### src/rtl/fetch_ctrl_if.sv
// Fetch controller bus bundle: PC register, instruction memory,
// redirect and decode-side signals grouped for the fetch_ctrl block.
interface fetch_ctrl_if;
  logic [31:0] cur_pc;
  logic [31:0] next_pc;
  logic        npc_stall;
  logic        imem_req;
  logic [31:0] imem_addr;
  logic        imem_ready;
  logic [31:0] imem_rdata;
  logic        pipe_stall;
  logic        redirect_valid;
  logic [31:0] redirect_pc;
  logic        exc_req;
  logic        if_valid;
  logic [31:0] if_instr;
  logic [31:0] if_pc;
  logic [31:0] stall_cnt;

  modport master (
    input  cur_pc, imem_ready, imem_rdata, pipe_stall,
    input  redirect_valid, redirect_pc, exc_req,
    output next_pc, npc_stall, imem_req, imem_addr,
    output if_valid, if_instr, if_pc, stall_cnt
  );

  modport slave (
    output cur_pc, imem_ready, imem_rdata, pipe_stall,
    output redirect_valid, redirect_pc, exc_req,
    input  next_pc, npc_stall, imem_req, imem_addr,
    input  if_valid, if_instr, if_pc, stall_cnt
  );
endinterface

### src/rtl/fetch_ctrl.sv
// Instruction fetch controller: REQ/HOLD/DRAIN FSM, redirects, stall count.
// Ports: CLK, Reset (sync, active-high), bus (fetch_ctrl_if.master).
module fetch_ctrl #(
  parameter logic [31:0] RESET_PC = 32'h0000_3000,
  parameter logic [31:0] EXC_PC   = 32'h0000_4180
) (
  input  logic         CLK,
  input  logic         Reset,
  fetch_ctrl_if.master bus
);

  typedef enum logic [1:0] {
    S_REQ,
    S_HOLD,
    S_DRAIN
  } state_t;

  state_t      state_q, state_d;
  logic [31:0] buf_instr_q, buf_instr_d;
  logic [31:0] buf_pc_q, buf_pc_d;
  logic [31:0] pend_pc_q, pend_pc_d;
  logic [31:0] stall_cnt_q, stall_cnt_d;

  logic        redir;
  logic [31:0] tgt;
  logic [31:0] drain_tgt;

  logic [31:0] next_pc;
  logic        npc_stall;
  logic        imem_req;
  logic        if_valid;
  logic [31:0] if_instr;
  logic [31:0] if_pc;

  // Exception wins over a branch/jump redirect.
  assign redir = bus.exc_req | bus.redirect_valid;
  assign tgt   = bus.exc_req ? EXC_PC : bus.redirect_pc;

  // A redirect arriving in DRAIN replaces the pending target.
  assign drain_tgt = redir ? tgt : pend_pc_q;

  always_comb begin
    state_d     = state_q;
    buf_instr_d = buf_instr_q;
    buf_pc_d    = buf_pc_q;
    pend_pc_d   = pend_pc_q;
    next_pc     = bus.cur_pc;
    npc_stall   = 1'b0;
    imem_req    = 1'b0;
    if_valid    = 1'b0;
    if_instr    = buf_instr_q;
    if_pc       = buf_pc_q;

    if (Reset) begin
      next_pc = RESET_PC;
    end else begin
      unique case (state_q)
        S_REQ: begin
          imem_req = 1'b1;
          if (redir) begin
            if (bus.imem_ready) begin
              next_pc = tgt;
            end else begin
              pend_pc_d = tgt;
              npc_stall = 1'b1;
              state_d   = S_DRAIN;
            end
          end else if (bus.imem_ready) begin
            if_valid = 1'b1;
            if_instr = bus.imem_rdata;
            if_pc    = bus.cur_pc;
            if (bus.pipe_stall) begin
              buf_instr_d = bus.imem_rdata;
              buf_pc_d    = bus.cur_pc;
              npc_stall   = 1'b1;
              state_d     = S_HOLD;
            end else begin
              next_pc = bus.cur_pc + 32'd4;
            end
          end else begin
            npc_stall = 1'b1;
          end
        end
        S_HOLD: begin
          if (redir) begin
            next_pc = tgt;
            state_d = S_REQ;
          end else if (bus.pipe_stall) begin
            if_valid  = 1'b1;
            npc_stall = 1'b1;
          end else begin
            if_valid = 1'b1;
            next_pc  = buf_pc_q + 32'd4;
            state_d  = S_REQ;
          end
        end
        S_DRAIN: begin
          imem_req  = 1'b1;
          pend_pc_d = drain_tgt;
          if (bus.imem_ready) begin
            next_pc = drain_tgt;
            state_d = S_REQ;
          end else begin
            npc_stall = 1'b1;
          end
        end
        default: begin
          state_d = S_REQ;
        end
      endcase
    end
  end

  // Saturating count of PC-hold cycles.
  always_comb begin
    stall_cnt_d = stall_cnt_q;
    if (npc_stall && (stall_cnt_q != 32'hFFFF_FFFF)) begin
      stall_cnt_d = stall_cnt_q + 32'd1;
    end
  end

  always_ff @(posedge CLK) begin
    if (Reset) begin
      state_q     <= S_REQ;
      buf_instr_q <= '0;
      buf_pc_q    <= '0;
      pend_pc_q   <= '0;
      stall_cnt_q <= '0;
    end else begin
      state_q     <= state_d;
      buf_instr_q <= buf_instr_d;
      buf_pc_q    <= buf_pc_d;
      pend_pc_q   <= pend_pc_d;
      stall_cnt_q <= stall_cnt_d;
    end
  end

  assign bus.next_pc   = next_pc;
  assign bus.npc_stall = npc_stall;
  assign bus.imem_req  = imem_req;
  assign bus.imem_addr = bus.cur_pc;
  assign bus.if_valid  = if_valid;
  assign bus.if_instr  = if_instr;
  assign bus.if_pc     = if_pc;
  assign bus.stall_cnt = stall_cnt_q;

endmodule

### src/flat_wrapper.sv
// flat-port wrapper written by rule: the top's interface ports become plain ports
module fetch_ctrl_flat 
#(
  parameter logic [31:0] RESET_PC = 32'h0000_3000,
  parameter logic [31:0] EXC_PC   = 32'h0000_4180
)
  (CLK, Reset, bus_cur_pc, bus_imem_ready, bus_imem_rdata, bus_pipe_stall, bus_redirect_valid, bus_redirect_pc, bus_exc_req, bus_next_pc, bus_npc_stall, bus_imem_req, bus_imem_addr, bus_if_valid, bus_if_instr, bus_if_pc, bus_stall_cnt);
  fetch_ctrl_if bus_i ();
  input  logic CLK;
  input  logic Reset;
  input wire logic [$bits(bus_i.cur_pc)-1:0] bus_cur_pc;
  input wire logic [$bits(bus_i.imem_ready)-1:0] bus_imem_ready;
  input wire logic [$bits(bus_i.imem_rdata)-1:0] bus_imem_rdata;
  input wire logic [$bits(bus_i.pipe_stall)-1:0] bus_pipe_stall;
  input wire logic [$bits(bus_i.redirect_valid)-1:0] bus_redirect_valid;
  input wire logic [$bits(bus_i.redirect_pc)-1:0] bus_redirect_pc;
  input wire logic [$bits(bus_i.exc_req)-1:0] bus_exc_req;
  output wire logic [$bits(bus_i.next_pc)-1:0] bus_next_pc;
  output wire logic [$bits(bus_i.npc_stall)-1:0] bus_npc_stall;
  output wire logic [$bits(bus_i.imem_req)-1:0] bus_imem_req;
  output wire logic [$bits(bus_i.imem_addr)-1:0] bus_imem_addr;
  output wire logic [$bits(bus_i.if_valid)-1:0] bus_if_valid;
  output wire logic [$bits(bus_i.if_instr)-1:0] bus_if_instr;
  output wire logic [$bits(bus_i.if_pc)-1:0] bus_if_pc;
  output wire logic [$bits(bus_i.stall_cnt)-1:0] bus_stall_cnt;
  assign bus_i.cur_pc = bus_cur_pc;
  assign bus_i.imem_ready = bus_imem_ready;
  assign bus_i.imem_rdata = bus_imem_rdata;
  assign bus_i.pipe_stall = bus_pipe_stall;
  assign bus_i.redirect_valid = bus_redirect_valid;
  assign bus_i.redirect_pc = bus_redirect_pc;
  assign bus_i.exc_req = bus_exc_req;
  assign bus_next_pc = bus_i.next_pc;
  assign bus_npc_stall = bus_i.npc_stall;
  assign bus_imem_req = bus_i.imem_req;
  assign bus_imem_addr = bus_i.imem_addr;
  assign bus_if_valid = bus_i.if_valid;
  assign bus_if_instr = bus_i.if_instr;
  assign bus_if_pc = bus_i.if_pc;
  assign bus_stall_cnt = bus_i.stall_cnt;
  fetch_ctrl #(.RESET_PC(RESET_PC), .EXC_PC(EXC_PC)) u_core (.CLK(CLK), .Reset(Reset), .bus(bus_i));
endmodule
### config.mk
export PLATFORM = sky130hd
export DESIGN_NAME = fetch_ctrl_flat
export DESIGN_NICKNAME = d
export VERILOG_FILES = /design/src/rtl/fetch_ctrl_if.sv /design/src/rtl/fetch_ctrl.sv /design/src/flat_wrapper.sv
export SDC_FILE = /design/constraint.sdc
export NUM_CORES = 1
export LEC_CHECK = 0
export ABC_CLOCK_PERIOD_IN_PS = 10200
export CAP_MARGIN = 15
export CORE_UTILIZATION = 30
export CTS_BUF_LIST = sky130_fd_sc_hd__clkbuf_16
export DETAILED_ROUTE_END_ITERATION = 10
export GPL_TIMING_DRIVEN = 0
export HOLD_SLACK_MARGIN = 0.15
export MAX_ROUTING_LAYER = met4
export SETUP_SLACK_MARGIN = 0.02
export SLEW_MARGIN = 20
export SYNTH_ARGS = -nofsm -noshare
export SYNTH_HDL_FRONTEND = slang
export SYNTH_SLANG_ARGS = --single-unit
### constraint.sdc
create_clock -name CLK -period 10.2 [get_ports CLK]
set_clock_uncertainty 0.05 [all_clocks]
set_input_delay 3.06 -clock CLK [delete_from_list [all_inputs] [get_ports CLK]]
set_output_delay 3.06 -clock CLK [all_outputs]
set_load 0.1 [all_outputs]
### After elaboration in Yosys (flattened, before gate mapping)

Index checks and enable logic that the tools add are counted.
Widths: inputs -> output; s select.

* register bits: 130
* bits in latches: 0
* RAM bits: 0
* memory bits (read-only): 0
* input port bits: 102
* output and inout bits: 163
* word-level logic and storage cells: 71
* memories kept: 0

* $add $sub $neg: 3
* multipliers: 0
* divide/modulo/power cells: 0
* magnitude comparators: 0
* eq/ne operators: 10
* shifts and indexed selects: 0
* muxes and demuxes: 44
* bitwise operators: 2
* reductions and logical operators: 7

Operator list (number)
* $mux 32: 20
* $pmux 32 s3: 1
* $add 32x3->32 const B: 2
* $pmux 32 s2: 1
* $add 32x1->32 const B: 1
* $ne 32x32->1 const B: 1
* $mux 2: 7
* $mux 1: 12
* $ne 3x2->1 const B: 3
* $pmux 2 s3: 1
* $reduce_and 5->1: 1
* $ne 2x2->1 const B: 2
* $reduce_and 4->1: 1
* $ne 3x3->1 const B: 1
* $pmux 1 s3: 1
* $reduce_and 3->1: 1
* $eq 2x1->1 const B: 1
* $eq 2x2->1 const B: 1
* $logic_not 2->1: 1
* $ne 2x1->1 const B: 1
* $pmux 1 s2: 1
* $reduce_bool 2->1: 1
* $reduce_or 2->1: 1
* $logic_and 1x1->1: 1
* 2 further kinds: 2

### Depth between registers and ports, before layout

* word-level depth: 6
* mapped depth: 9
* depth with buffers taken out: 7

### Least setup slack after synthesis

OpenSTA, ideal clock, no wires.

* kind: input to output
* from: in bus_redirect_valid
* to: out bus_if_valid
* arrival time: 6.848 ns
* required time: 7.090 ns
* slack: 0.242 ns
* stages on the path: 6
* buffers on the path: 4
* cells stage by stage: buf_6 -> or2_2 -> buf_2 -> buf_1 -> buf_2 -> nor4_1

* longest elaborated chain between the ends: 4
* elaborated cells between the ends (all ways): 5
* those cells by class: 4 x mux; 1 x bitwise

RTL lines
* start: declaration: line flat_wrapper.sv:15 `input wire logic [$bits(bus_i.redirect_valid)-1:0] bus_redirect_valid;`
* $or 1x1->1 (*): line fetch_ctrl.sv:36 `assign redir = bus.exc_req | bus.redirect_valid;`
* $mux 1, on equally long branches: line fetch_ctrl.sv:85, fetch_ctrl.sv:60
* $pmux 1 s2 (*): line fetch_ctrl.sv:57 `unique case (state_q)`
* $mux 1 (*): line fetch_ctrl.sv:54 `if (Reset) begin`
* end: declaration: line flat_wrapper.sv:22 `output wire logic [$bits(bus_i.if_valid)-1:0] bus_if_valid;`

Mark *: on every way between the ends. The rest lies on a longest branch, timed or not.

### Worst setup path after layout

* from: in bus_exc_req
* to: out bus_next_pc[26]

* longest elaborated chain between the ends: 5
* elaborated cells between the ends (all ways): 9
* those cells by class: 8 x mux; 1 x bitwise

RTL lines
* start: declaration: line flat_wrapper.sv:17 `input wire logic [$bits(bus_i.exc_req)-1:0] bus_exc_req;`
* $mux 32 or $or 1x1->1 (tied branches): line fetch_ctrl.sv:37, fetch_ctrl.sv:36
* $mux 32, on equally long branches: line fetch_ctrl.sv:40, fetch_ctrl.sv:61
* $mux 32, on equally long branches: line fetch_ctrl.sv:100, fetch_ctrl.sv:60
* $pmux 32 s3 (*): line fetch_ctrl.sv:57
* $mux 32 (*): line fetch_ctrl.sv:54
* end: declaration: line flat_wrapper.sv:18 `output wire logic [$bits(bus_i.next_pc)-1:0] bus_next_pc;`

Marked as above.

==> run metrics <==
status=complete, but fails checks; failing checks=setup timing; Routed Antenna Nets=0; Pleak=5.044 nW; Mapped Avg Cell Area=7.150 µm²; clk slew on worst S/H paths=0.07 ns; internal power=0.0009832 W; Worst Hold Depth=2; largest net degree at the start of global routing=17; width of the die=183.8 µm; sequential power share=31.6%; vias in the first global route=11330; fin crit period=10.30 ns; VDD IR max=0.1062 mV; WP data required=7.09 ns; Ys Warns=0; slowest CP cell=clkdlybuf4s50_1; Main synth FF type=dfxtp_1; H-tree Lvls=4; FF-to-FF path depth=7; Slew @ Worst Pin=1.174 ns; Final period util=101.0%; Initial Util=30.48%; synthesized area=9917 µm²; drt first pass iters=8; GP Congestion=1.018; worst-path cell chain=clkdlybuf4s50_1 > nor2_1 > buf_2 > buf_1 > buf_1 > a211o_1 > nand3_1 > clkdlybuf4s50_1; Cells after Synth=1387; final std cells w/o fill=2111; worst min path class=register to register; TritonCTS Buffers=17; final wirelength=50300 µm; fin worst setup slack=-0.1032 ns; Yosys cell types=76; CP Class=input port to output pin; Die Span Y=183.8 µm; CTS Hold Bufs=0; clock root buffer=clkbuf_16; 1st-iter DRT viols=1340; post-DR vias/cell=5.702; WL/cell=23.83 µm; slowest stage delay, CP=1.00 ns; first-pass GRT wire length=73350 µm; async set-reset flop share out of synthesis=0%; Clock Latency Late Sink=0.44 ns; placed cell count=2078; die area=33790 µm²; # rows=66; RSZ-0062 raised after global routing=no; total power=0.001672 W; Filler cells=3476; FF-to-FF setup slack=7.20 ns; Seq cells post-synth=130; CTS tree=done; Post-synth EDFFs=0; clock buffer depth=2; clock group share of total power=36.1%; Max FO, Critical Path=10; hold endpoint=u_core.buf_instr_q[10]; Reg-to-Reg End=u_core.buf_pc_q[7]; sw frac=41.21%; Max Cap Viol=0; Synthesized Nets=1492; HP Start=u_core.buf_instr_q[10]; Nets=1760; fmax=97.06 MHz; crit end category=output pin; # clock sinks=130; Hold Vio Cnt, Final=0; Comb pwr share=32.4%; Max Transition Viols Final=0; initial antenna violation count=1; P per Cell Area=123.5 nW/µm²; Layout area overhead=36.55%; final setup fails=3; r2r startpoint=u_core.state_q[1]; Ports=265; Finished Core Util=41.62%; DR DRC count=0; Tot GR Track Use=30.28%; Critical Path AT=7.19 ns; final setup TNS=-0.2043 ns; HPWL after detailed placement=36810 µm; Vias=12040; layout cells sized above 1=10.79%; hold slack=0.4022 ns; area of the core=32540 µm²; Port Buffers=249; Slew headroom=21.75%; register area share after synthesis=26.24%; NetSw=0.0006891 W; grt ovf=0; CP Launch Type=input port
==> worst max-delay path, delay by kind of cell <==
family	cells	cell delay (ns)
AOI/OAI and AO/OA	1	0.24
buffers and inverters	5	3.43
and+or+nand+nor	2	0.45
==> cells in the mapped netlist, drive strengths merged, types with 3 or more instances <==
master,number,area [µm²]
a211oi,15,117.6
xnor2,39,341.6
nand3,49,260.3
o31ai,8,60.06
o22ai,15,93.84
a2bb2oi,3,26.28
nand2b,11,68.82
nand2,239,897.1
o21ai,65,329.1
a31oi,5,31.28
and3,32,200.2
o221ai,7,61.31
nand4,27,183.9
a22o,4,35.03
o21a,4,30.03
buf,77,459.2
o2111ai,3,26.28
xor2,36,315.3
a21boi,3,22.52
o211ai,15,112.6
ha,3,37.54
nor2,129,489.2
and2,6,37.54
clkbuf,73,276.5
mux2,60,675.7
nor2b,18,112.6
or3,8,50.05
dfxtp,130,2603
a211o,5,43.79
a22oi,16,120.1
mux2i,26,260.3
and4,12,105.1
a221oi,3,26.28
a311oi,8,70.07
nor4,9,71.32
nor3,25,145.1
a21oi,144,720.7
inv,22,82.58
==> power groups by stage <==
| stage | Sequential, W | Clock (W) | Combinational [W] |
|---|---|---|---|
| global placement | 0.000539 | 0 | 0.000532 |
| detailed placement | 0.000539 | 0 | 0.000532 |
| finish | 0.000528 | 0.000603 | 0.000541 |
| CTS | 0.000527 | 0.000615 | 0.000533 |
| global route | 0.000529 | 0.000632 | 0.000558 |
| floorplan | 0.000541 | 0 | 0.000351 |
==> metal layers <==
metal	up-vias	wire length, µm	track usage (%)
li1	5427	-	-
met4	0	2239	14.20
met5	-	0	-
met3	144	5153	5.646
met2	773	21990	45.89
met1	5693	20920	38.71
==> worst max-delay path by stage <==
stage                       start              end  slack [ns]  cells after the start
4_1_cts               bus_exc_req   bus_next_pc[8]        0.02                      9
5_1_grt               bus_exc_req  bus_next_pc[26]        0.02                      8
6_report              bus_exc_req  bus_next_pc[26]       -0.10                      8
2_1_floorplan  bus_redirect_valid     bus_if_valid        0.24                      6
3_3_place_gp          bus_exc_req  bus_next_pc[10]       -0.16                      8
3_5_place_dp          bus_exc_req  bus_next_pc[10]       -0.13                      8
==> kinds of logic after synthesis <==
group,after synthesis,share of synthesized area [%]
adders and majority gates,4,0.4795
DFF,130,26.24
and+or+nand+nor,574,27.37
AOI/OAI and AO/OA,346,21.60
xor gates and xnor gates,75,6.624
buffers and inverters,172,8.251
muxes,86,9.437
==> layout make-up <==
| class | instances | area (µm²) | share of cell area [%] |
|---|---|---|---|
| inverter | 22 | 82.58 | 0.6098 |
| timing repair buffer | 249 | 2517 | 18.59 |
| multi-input combinational | 1085 | 6502 | 48.02 |
| tap | 442 | 553.0 | 4.084 |
| clock inverter | 15 | 120.1 | 0.8870 |
| sequential | 130 | 2603 | 19.22 |
| buffer | 150 | 735.7 | 5.433 |
| clock buffer | 17 | 425.4 | 3.141 |
| antenna | 1 | 2.502 | 0.01848 |
==> timing repair <==
action / CTS / global route
pin swaps: 0 / 0
gates resized for setup: 4 / 12
endpoints found under the setup margin: 4 / 12
setup buffers: 0 / 0
==> cell usage in the layout (no fill, tap or decap), types with 8 or more instances in the layout <==
| master | Yosys | layout |
|---|---|---|
| buf_4 | 32 | 32 |
| mux2_2 | 60 | 60 |
| o211ai_1 | 15 | 15 |
| buf_1 | 10 | 10 |
| nor4_1 | 8 | 8 |
| and3_1 | 32 | 32 |
| a22oi_1 | 16 | 16 |
| a311oi_1 | 8 | 8 |
| nand4_1 | 26 | 26 |
| and4_1 | 12 | 12 |
| a211oi_1 | 14 | 14 |
| or3_1 | 8 | 8 |
| o22ai_1 | 15 | 15 |
| clkdlybuf4s50_1 | 0 | 233 |
| clkbuf_1 | 71 | 71 |
| nor2b_1 | 18 | 18 |
| nand2b_1 | 11 | 11 |
| inv_1 | 22 | 22 |
| xor2_1 | 36 | 36 |
| o21ai_0 | 63 | 63 |
| xnor2_1 | 39 | 39 |
| nand3_1 | 46 | 46 |
| nand2_1 | 239 | 239 |
| nor2_1 | 127 | 127 |
| buf_2 | 34 | 34 |
| dfxtp_1 | 130 | 130 |
| nor3_1 | 21 | 21 |
| o31ai_1 | 8 | 8 |
| a21oi_1 | 144 | 144 |
| dlymetal6s2s_1 | 0 | 12 |
| mux2i_1 | 26 | 26 |
| clkbuf_16 | 0 | 17 |
==> sequential cells by signal, summed over array words and instances (netlist names) <==
register / count
u_core.bus.stall_cnt: 32
u_core.buf_instr_q: 32
u_core.state_q: 2
u_core.buf_pc_q: 32
u_core.pend_pc_q: 32
==> per-stage QoR <==
| stage | worst slack, ns | area (µm²) |
|---|---|---|
| detailed placement | -0.1259 | 12970 |
| CTS | 0.02223 | 13510 |
| floorplan | 0.2416 | 9917 |
| global route | 0.02228 | 13540 |
| global placement | -0.1552 | 12960 |
| finish | -0.1032 | 13540 |
(Power assumes the default switching activity.)
